## config.mk

```make
export PLATFORM = sky130hd
export DESIGN_NAME = branch_redirect
export DESIGN_NICKNAME = d
export VERILOG_FILES = /design/src/rtl/branch_redirect.sv
export SDC_FILE = /design/constraint.sdc
export NUM_CORES = 1
export LEC_CHECK = 0
export BUFFER_PORTS_ARGS = -buffer_cell sky130_fd_sc_hd__clkbuf_2
export CORE_ASPECT_RATIO = 0.75
export CORE_MARGIN = 8
export CORE_UTILIZATION = 45
export DETAILED_ROUTE_END_ITERATION = 6
export PLACE_DENSITY = 0.69
export SYNTH_ARGS = -nofsm -noshare
export SYNTH_HDL_FRONTEND = slang
export SYNTH_SLANG_ARGS = --single-unit
```

## constraint.sdc

```tcl
create_clock -name clock -period 6.05 [get_ports clock]
set_clock_uncertainty 0.2 [all_clocks]
set_input_delay 0 -clock clock [delete_from_list [all_inputs] [get_ports clock]]
set_output_delay 0 -clock clock [all_outputs]
set_load 0.005 [all_outputs]
```

## src/rtl/branch_redirect.sv

```systemverilog
// branch_redirect: architectural PC and redirect controller for the mips32
// pipeline. Consumes the ID-stage branch decision, picks the next fetch
// address, defers redirects that arrive during a hazard stall, and issues a
// one-cycle IF/ID flush plus link information for every committed redirect.
module branch_redirect #(
  parameter logic [31:0] RESET_PC = 32'h0000_0000,
  parameter int unsigned CNT_W    = 16
) (
  input  logic             clock,
  input  logic             reset_n,
  input  logic             stall,
  input  logic             is_branch,
  input  logic [2:0]       code,
  input  logic [1:0]       jsel,
  input  logic [31:0]      branch_target,
  input  logic [31:0]      jump_target,
  input  logic [31:0]      jr_target,
  output logic [31:0]      pc,
  output logic [31:0]      pc_plus4,
  output logic             flush_ifid,
  output logic             link_valid,
  output logic [31:0]      link_addr,
  output logic             addr_error,
  output logic [CNT_W-1:0] taken_count
);

  typedef enum logic [0:0] {RUN, PEND} state_t;

  localparam logic [2:0] CODE_JUMP = 3'b101;
  localparam logic [1:0] JSEL_JAL  = 2'b01;
  localparam logic [1:0] JSEL_JR   = 2'b10;

  state_t           state, state_next;
  logic [31:0]      pc_next;
  logic [31:0]      pend_target, pend_target_next;
  logic             pend_jal, pend_jal_next;
  logic [31:0]      pend_link, pend_link_next;
  logic             flush_next, link_valid_next, addr_error_next;
  logic [31:0]      link_addr_next;
  logic [CNT_W-1:0] taken_count_next;

  logic        valid_code, is_jump, req_jal, req, misaligned, accept;
  logic [31:0] target;
  logic        commit, commit_jal;
  logic [31:0] commit_target, commit_link;

  assign pc_plus4 = pc + 32'd4;

  // Decode the ID-stage decision into a cycle-local redirect request.
  always_comb begin
    valid_code = (code >= 3'b001) && (code <= CODE_JUMP);
    is_jump    = (code == CODE_JUMP);
    req_jal    = is_jump && (jsel == JSEL_JAL);
    if (!is_jump)             target = branch_target;
    else if (jsel == JSEL_JR) target = jr_target;
    else                      target = jump_target;
    // A decision seen while the flush pulse is high is from a wrong-path slot.
    req        = is_branch && valid_code && !flush_ifid && (state == RUN);
    misaligned = |target[1:0];
    accept     = req && !misaligned;
  end

  // Next-state and next-output logic for the RUN/PEND controller.
  always_comb begin
    // NOTE: every signal gets a default before any branch so no path leaves
    // it unassigned; otherwise synthesis would infer a latch to hold it.
    state_next       = state;
    pc_next          = pc;
    pend_target_next = pend_target;
    pend_jal_next    = pend_jal;
    pend_link_next   = pend_link;
    flush_next       = 1'b0;
    link_valid_next  = 1'b0;
    link_addr_next   = link_addr;
    addr_error_next  = 1'b0;
    taken_count_next = taken_count;
    commit           = 1'b0;
    commit_target    = pend_target;
    commit_jal       = pend_jal;
    commit_link      = pend_link;

    unique case (state)
      RUN: begin
        if (!stall) begin
          addr_error_next = req && misaligned;
          if (accept) begin
            commit        = 1'b1;
            commit_target = target;
            commit_jal    = req_jal;
            commit_link   = pc;
          end else begin
            pc_next = pc_plus4;
          end
        end else if (accept) begin
          // Stalled redirect: remember it and commit once the stall clears.
          pend_target_next = target;
          pend_jal_next    = req_jal;
          pend_link_next   = pc;
          state_next       = PEND;
        end
      end
      PEND: begin
        if (!stall) begin
          commit     = 1'b1;
          state_next = RUN;
        end
      end
    endcase

    if (commit) begin
      pc_next         = commit_target;
      flush_next      = 1'b1;
      link_valid_next = commit_jal;
      if (commit_jal) link_addr_next = commit_link;
      if (!(&taken_count)) taken_count_next = taken_count + CNT_W'(1);
    end
  end

  // State and output registers; reset may arrive at any time, including PEND.
  always_ff @(posedge clock or negedge reset_n) begin
    // NOTE: sequential state uses non-blocking assignments so every register
    // samples pre-edge values regardless of statement order.
    if (!reset_n) begin
      state       <= RUN;
      pc          <= RESET_PC;
      pend_target <= '0;
      pend_jal    <= 1'b0;
      pend_link   <= '0;
      flush_ifid  <= 1'b0;
      link_valid  <= 1'b0;
      link_addr   <= '0;
      addr_error  <= 1'b0;
      taken_count <= '0;
    end else begin
      state       <= state_next;
      pc          <= pc_next;
      pend_target <= pend_target_next;
      pend_jal    <= pend_jal_next;
      pend_link   <= pend_link_next;
      flush_ifid  <= flush_next;
      link_valid  <= link_valid_next;
      link_addr   <= link_addr_next;
      addr_error  <= addr_error_next;
      taken_count <= taken_count_next;
    end
  end

endmodule

```

==> impl_metrics.yaml, run 1 <==
route:
  ant_nets: 0
  drt_pre_antenna_iters: 5
  drt_iter0_drc: 649
  wire_per_inst_um: 20.86
  drc: 0
  wl_um: 27660
  dr_total_vias: 7593
  via_per_inst: 5.726
pwr:
  p_leak_nw: 5.132
  pwr-share-comb: 0.260
  max-vdd-ir-drop_v: 0.0001404
  switchingPower_mw: 1.142
  pwr-share-clk: 0.319
  p_int_mw: 2.341
  seq_power_share: 0.421
  powerDensity_mw_per_mm2: 324.6
  p_sw_frac: 0.3279
sta:
  rsz0062_at_grt: "false"
  setup_viol: 0
  fin_hold_ws_ns: 0.02257
  slew_violations: 0
  tightest_slew_ns: 1.126
  fin_tns_setup_ns: 0
  max_clock_freq_mhz: 270.2
  fin_crit_sh: 0.6116
  layout_min_cycle_time_ns: 3.700
  hold_viol_final: 0
  max_slew_margin: 0.2478
clock_network:
  cts_tree: "done"
  clkSinkCount: 149
  insertion_delay_ns: 0.43
  htree_levels: 4
  clockRootBuffer: "clkbuf_16"
  cts.clk_slew.worst_paths_ns: 0.06
  clockBufferDepth: 2
  post-cts-setup-buffers: 0
  cts_buffers: 17
grt:
  track_usage: 0.2422
  grt_pass1_vias: 7486
  grt_pass1_wl_um: 42990
  overflow: 0
  antenna_found_initial: 0
  grt_max_degree: 84
synthesis:
  synthAdderAreaFrac: 0.003050
  syn_nets: 922
  synth_top_area_frac: 0.4544
  synth_area_sq_mm: 0.008205
  synth_edf_count: 0
  synth_area_leaders: "dfrtp_1 45%, mux2_2 7.5%, mux2_4 5.3%"
  yosysTopAreaCell: "dfrtp_1"
  yosys-mux-area-fraction: 0.1664
  synth_warnings: 0
  async_reset_ff_frac: 1.000
  synthXorXnorAreaFrac: 0.03949
  ys_seq_area_frac: 0.4544
  avgSynthCellArea_sq_um: 10.07
  synth_top_family_by_area: "multiplexers"
  ys_ff_latch: 149
  ys_types: 67
  netlist_instances: 815
  yosys.area_share.simple: 0.1337
  synth_ff_type: "dfrtp_1"
  synth_compound_area_frac: 0.1619
floorplanning:
  boundaryPins: 220
  die_h_um: 132.9
  fp.dieArea_sq_mm: 0.02286
  start_util: 0.4620
  core_area_sq_mm: 0.01776
  fp.dieW_um: 171.9
  rows: 42
placed_design:
  dp_hpwl_um: 19240
  placedInstanceArea_sq_mm: 0.009427
  gp_congestion: 0.8499
  port_buffers: 219
critical_path:
  cp-start-kind: "input pin"
  cp.required_ns: 6.17
  cp.arrival_ns: 3.82
  endpoint_kind: "flop"
  path_class: "in -> reg"
  crit_fanout: 36
finish:
  fin_area_sq_mm: 0.01073
  final_core_util: 0.6040
  nNetsFinal: 1178
  area_growth_syn_to_layout_pct: 30.74
  diodes: 0
  drive_gt1_frac: 0.3266
hold_path:
  hold_path_class: "in -> reg"
flow_run:
  drv_cap: 0
status:
  status: "completed"
==> logic make-up (layout without fill, tap and decap cells) <==
kind of cell / after synthesis / count (layout)
and+or+nand+nor: 228 / 228
DFF: 149 / 149
muxes: 115 / 115
adders and majority gates: 2 / 2
buffers and inverters: 76 / 345
xor gates and xnor gates: 37 / 37
AOI/OAI and AO/OA: 208 / 208
==> placed cells by master (no fill, tap or decap), types with 4 or more instances in the layout <==
cell type | Yosys | final
nand3b_1 | 4 | 4
dfrtp_1 | 149 | 149
mux2i_1 | 31 | 31
o221ai_1 | 4 | 4
mux2_2 | 55 | 55
clkbuf_2 | 0 | 218
dlygate4sd3_1 | 0 | 66
clkbuf_16 | 0 | 17
xor2_1 | 8 | 8
buf_4 | 2 | 8
nor2_1 | 40 | 40
nor3_1 | 16 | 16
a211oi_1 | 6 | 6
a31oi_1 | 7 | 7
o22ai_1 | 4 | 4
a22oi_1 | 5 | 5
or3_1 | 6 | 6
inv_1 | 19 | 19
a2bb2oi_1 | 10 | 10
mux2_4 | 29 | 29
xnor2_1 | 29 | 29
nand3_1 | 26 | 25
o21ai_0 | 82 | 82
o22a_1 | 7 | 7
a21oi_1 | 38 | 38
o211ai_1 | 5 | 5
inv_6 | 0 | 4
a22o_1 | 4 | 4
a21o_1 | 6 | 5
and3_1 | 15 | 15
nand4_1 | 15 | 15
nand2_1 | 84 | 84
==> flip-flops by register name, indices dropped and copies added (netlist names) <==
signal and cells:
pend_link 32, link_valid 1, state 1, pend_jal 1, addr_error 1, flush_ifid 1, pc 32, pend_target 32
link_addr 32, taken_count 16
==> synth_stat cells, types with 8 or more instances <==
cell type,number
mux2i_1,31
a2bb2oi_1,10
nand2_1,84
dfrtp_1,149
mux2_2,55
nand4_1,15
and3_1,15
nor3_1,16
clkbuf_1,42
o21ai_0,82
a21oi_1,38
xnor2_1,29
xor2_1,8
nor2_1,40
nand3_1,26
inv_1,19
mux2_4,29
==> power by group through the flow <==
stage / logic [mW] / clock network (mW) / registers, mW
finish: 0.906 / 1.11 / 1.47
global route: 0.997 / 1.16 / 1.50
CTS: 0.907 / 1.12 / 1.46
detailed placement: 0.860 / 0 / 1.47
global placement: 0.838 / 0 / 1.46
floorplan: 0.533 / 0 / 1.38
==> worst max-delay path: stages <==
cell	delay (ns)
dlygate4sd3_1	0.53
clkbuf_2	0.14
nor2b_4	0.87
o31ai_1	0.29
a21o_1	0.49
nand2_2	0.76
mux2_2	0.43
mux2_4	0.26
==> metal layers <==
metal,up-vias,GRT usage,wire length [um]
li1,3478,-,-
met1,3695,0.3499,12380
met2,388,0.3592,12280
met3,32,0.05587,2660
met4,0,0.05829,344
met5,-,0,0
==> area by class of cell <==
class,count,area (sq um)
clock inverter,13,170.2
timing repair buffer,294,1851
clock buffer,19,442.9
multi-input combinational,590,4161
tap,242,302.8
sequential,149,3729
fill,1536,7034
inverter,19,71.32
==> final timing paths <==
kind	endpoint	start	slack, ns	cells after the start
max	link_addr[9]	jsel[0]	2.35	8
min reg2reg	pend_target[24]	pend_target[24]	0.28	2
max reg2reg	pc[5]	flush_ifid	2.71	7
min in group asynchronous	link_valid	reset_n	0.55	4
max in group asynchronous	pc[3]	reset_n	4.17	4
min	pc[22]	jr_target[22]	0.02	6
==> stage by stage <==
step                      setup WS, ns  instances  total power [mW]
after floorplan                  3.436        815             1.913
after global placement           2.587       1227             2.301
after detailed placement         2.464       1227             2.333
after CTS                        2.396       1326             3.487
after global routing             2.141       1326             3.658
final                            2.350       1326             3.483
==> what timing repair did <==
action | in CTS | in global routing
hold endpoints to repair | 123 | 0
resized for setup | 0 | 0
hold buffers | 67 | 0
Note: power is estimated with default switching activity, not from simulation.
==> run 2, diff against run 1 <==
Clock period 6.05 ns to 3.7 ns, I/O delays scaled along.
==> impl_metrics.yaml, run 2 (synthesis results as in run 1) <==
route:
  dr_wl_met3_um: 2808
  wire_per_inst_um: 20.46
  drc: 0
  wl_met1_um: 12450
  dr_total_vias: 7510
  dr_wl_met2_um: 11810
  ant_nets: 0
  via_per_inst: 5.634
  wl_um: 27280
  drt_pre_antenna_iters: 5
  drt_iter0_drc: 666
  top_layer: "met4"
sta:
  fin_hold_ws_ns: -0.006794
  rsz0062_at_grt: "false"
  tightest_slew_ns: 0.9898
  layout_min_cycle_time_ns: 3.237
  hold_viol_final: 1
  setup_viol: 0
  fin_tns_setup_ns: 0
  setup_slack_ns: 0.4632
  max_clock_freq_mhz: 308.9
  slew_violations: 0
  fin_crit_sh: 0.8748
  max_slew_margin: 0.3401
grt:
  track_usage: 0.2393
  grt_max_degree: 104
  grt_pass1_wl_um: 42670
  grt_pass1_vias: 7488
  antenna_found_initial: 0
  overflow: 0
finish:
  mostFrequentLayoutCells: "218 x clkbuf_2, 149 x dfrtp_1, 84 x nand2_1"
  mostFrequentLayoutCell: "clkbuf_2"
  diodes: 0
  drive_gt1_frac: 0.3373
  nNetsFinal: 1185
  area_growth_syn_to_layout_pct: 31.31
clock_network:
  insertion_delay_ns: 0.42
  cts_tree: "done"
  clockBufferDepth: 2
  cts_buffers: 17
  cts.clk_slew.worst_paths_ns: 0.07
  cts-resized-gates: 0
  htree_levels: 4
  clockRootBuffer: "clkbuf_16"
  clkSinkCount: 149
floorplanning:
  die_h_um: 132.9
  boundaryPins: 220
  core_area_sq_mm: 0.01776
  start_util: 0.4620
  fp.dieArea_sq_mm: 0.02286
  fp.dieW_um: 171.9
  rows: 42
critical_path:
  r2r_slack_ns: 0.64
  cp.required_ns: 3.81
  ff2ff_path_depth: 7
  r2r-start: "flush_ifid"
  cp-start-kind: "input pin"
  crit_path_top_delay_cell: "nor2_1"
  cp.arrival_ns: 3.35
  path_cells: "dlygate4sd3_1, clkbuf_2, and3b_1, nor3_1, a21oi_1, nor2_1, o211ai_1, a221o_1"
  endpoint_kind: "flop"
  crit_fanout: 10
  max_stage_delay_ns: 0.76
  path_class: "in -> reg"
  worst_r2r_endpoint: "pend_target[18]"
hold_path:
  hold_start: "jump_target[11]"
  hold_path_class: "in -> reg"
  hold_end: "pend_target[11]"
  min_path_cells: 4
placed_design:
  dp_hpwl_um: 19710
  port_buffers: 219
  dpl_worst_slack_ns: 0.7093
  gp_congestion: 0.8686
pwr:
  powerDensity_mw_per_mm2: 527.8
  max-vdd-ir-drop_v: 0.0002898
  p_leak_nw: 5.176
status:
  violations: "negative hold slack"
  status: "finished, violations left"
flow_run:
  drv_cap: 0
[run 2: changes by cell type in the layout (fill, tap and decap cells not counted), sizes merged]
| cell | before | now |
|---|---|---|
| buf | 10 | 23 |
| clkbuf | 237 | 235 |
| clkinv | 3 | 5 |
| clkinvlp | 3 | 4 |
| dlygate4sd3 | 66 | 60 |
| inv | 23 | 22 |
[run 2: routing by layer]
metal / vias up / track usage
li1: 3497 / -
met1: 3603 / 0.3471
met2: 394 / 0.3473
met3: 16 / 0.07370
met4: 0 / 0.03966
met5: - / 0
[run 2: worst max-delay path, delay by kind of cell]
family          cells  cell delay, ns
simple gates        3            1.61
compound gates      3            0.99
buf+inv             2            0.74
[run 2: per-stage QoR]
stage,instance area [sq um],power [mW],std cells,util
finish,10770,5.687,1333,0.6066
global route,10770,5.988,1333,0.6066
CTS,10770,5.681,1333,0.6066
detailed placement,9569,3.843,1241,0.5387
global placement,9569,3.803,1241,0.5387
floorplan,8205,3.129,815,-
[run 2: what timing repair did]
item	CTS	global route
buffers inserted	0	0
hold buffers	60	0
endpoints found under the hold margin	152	0
[run 2: cell type report]
type | instances | area (sq um)
fillers | 1542 | 6988
multi-input cells | 590 | 4161
flip-flops and latches | 149 | 3729
repair buffers | 301 | 1906
clock buffers | 17 | 425.4
well taps | 242 | 302.8
clock inverters | 15 | 178.9
inverters | 19 | 71.32
[run 2: report_power, final]
part	total, mW	internal, mW	switching [mW]
Sequential	2.39	2.00	0.389
Combinational	1.51	0.749	0.756
Clock	1.79	1.06	0.728
Total	5.69	3.81	1.87
[run 2: how the worst max path moves through the flow]
stage                 start              end  slack [ns]
finish              code[1]            pc[6]        0.46
global route        code[1]            pc[6]        0.31
CTS                 code[1]            pc[6]        0.60
detailed placement  code[1]            pc[6]        0.71
global placement    jsel[1]  taken_count[12]        0.75
floorplan             state    link_addr[10]        1.09
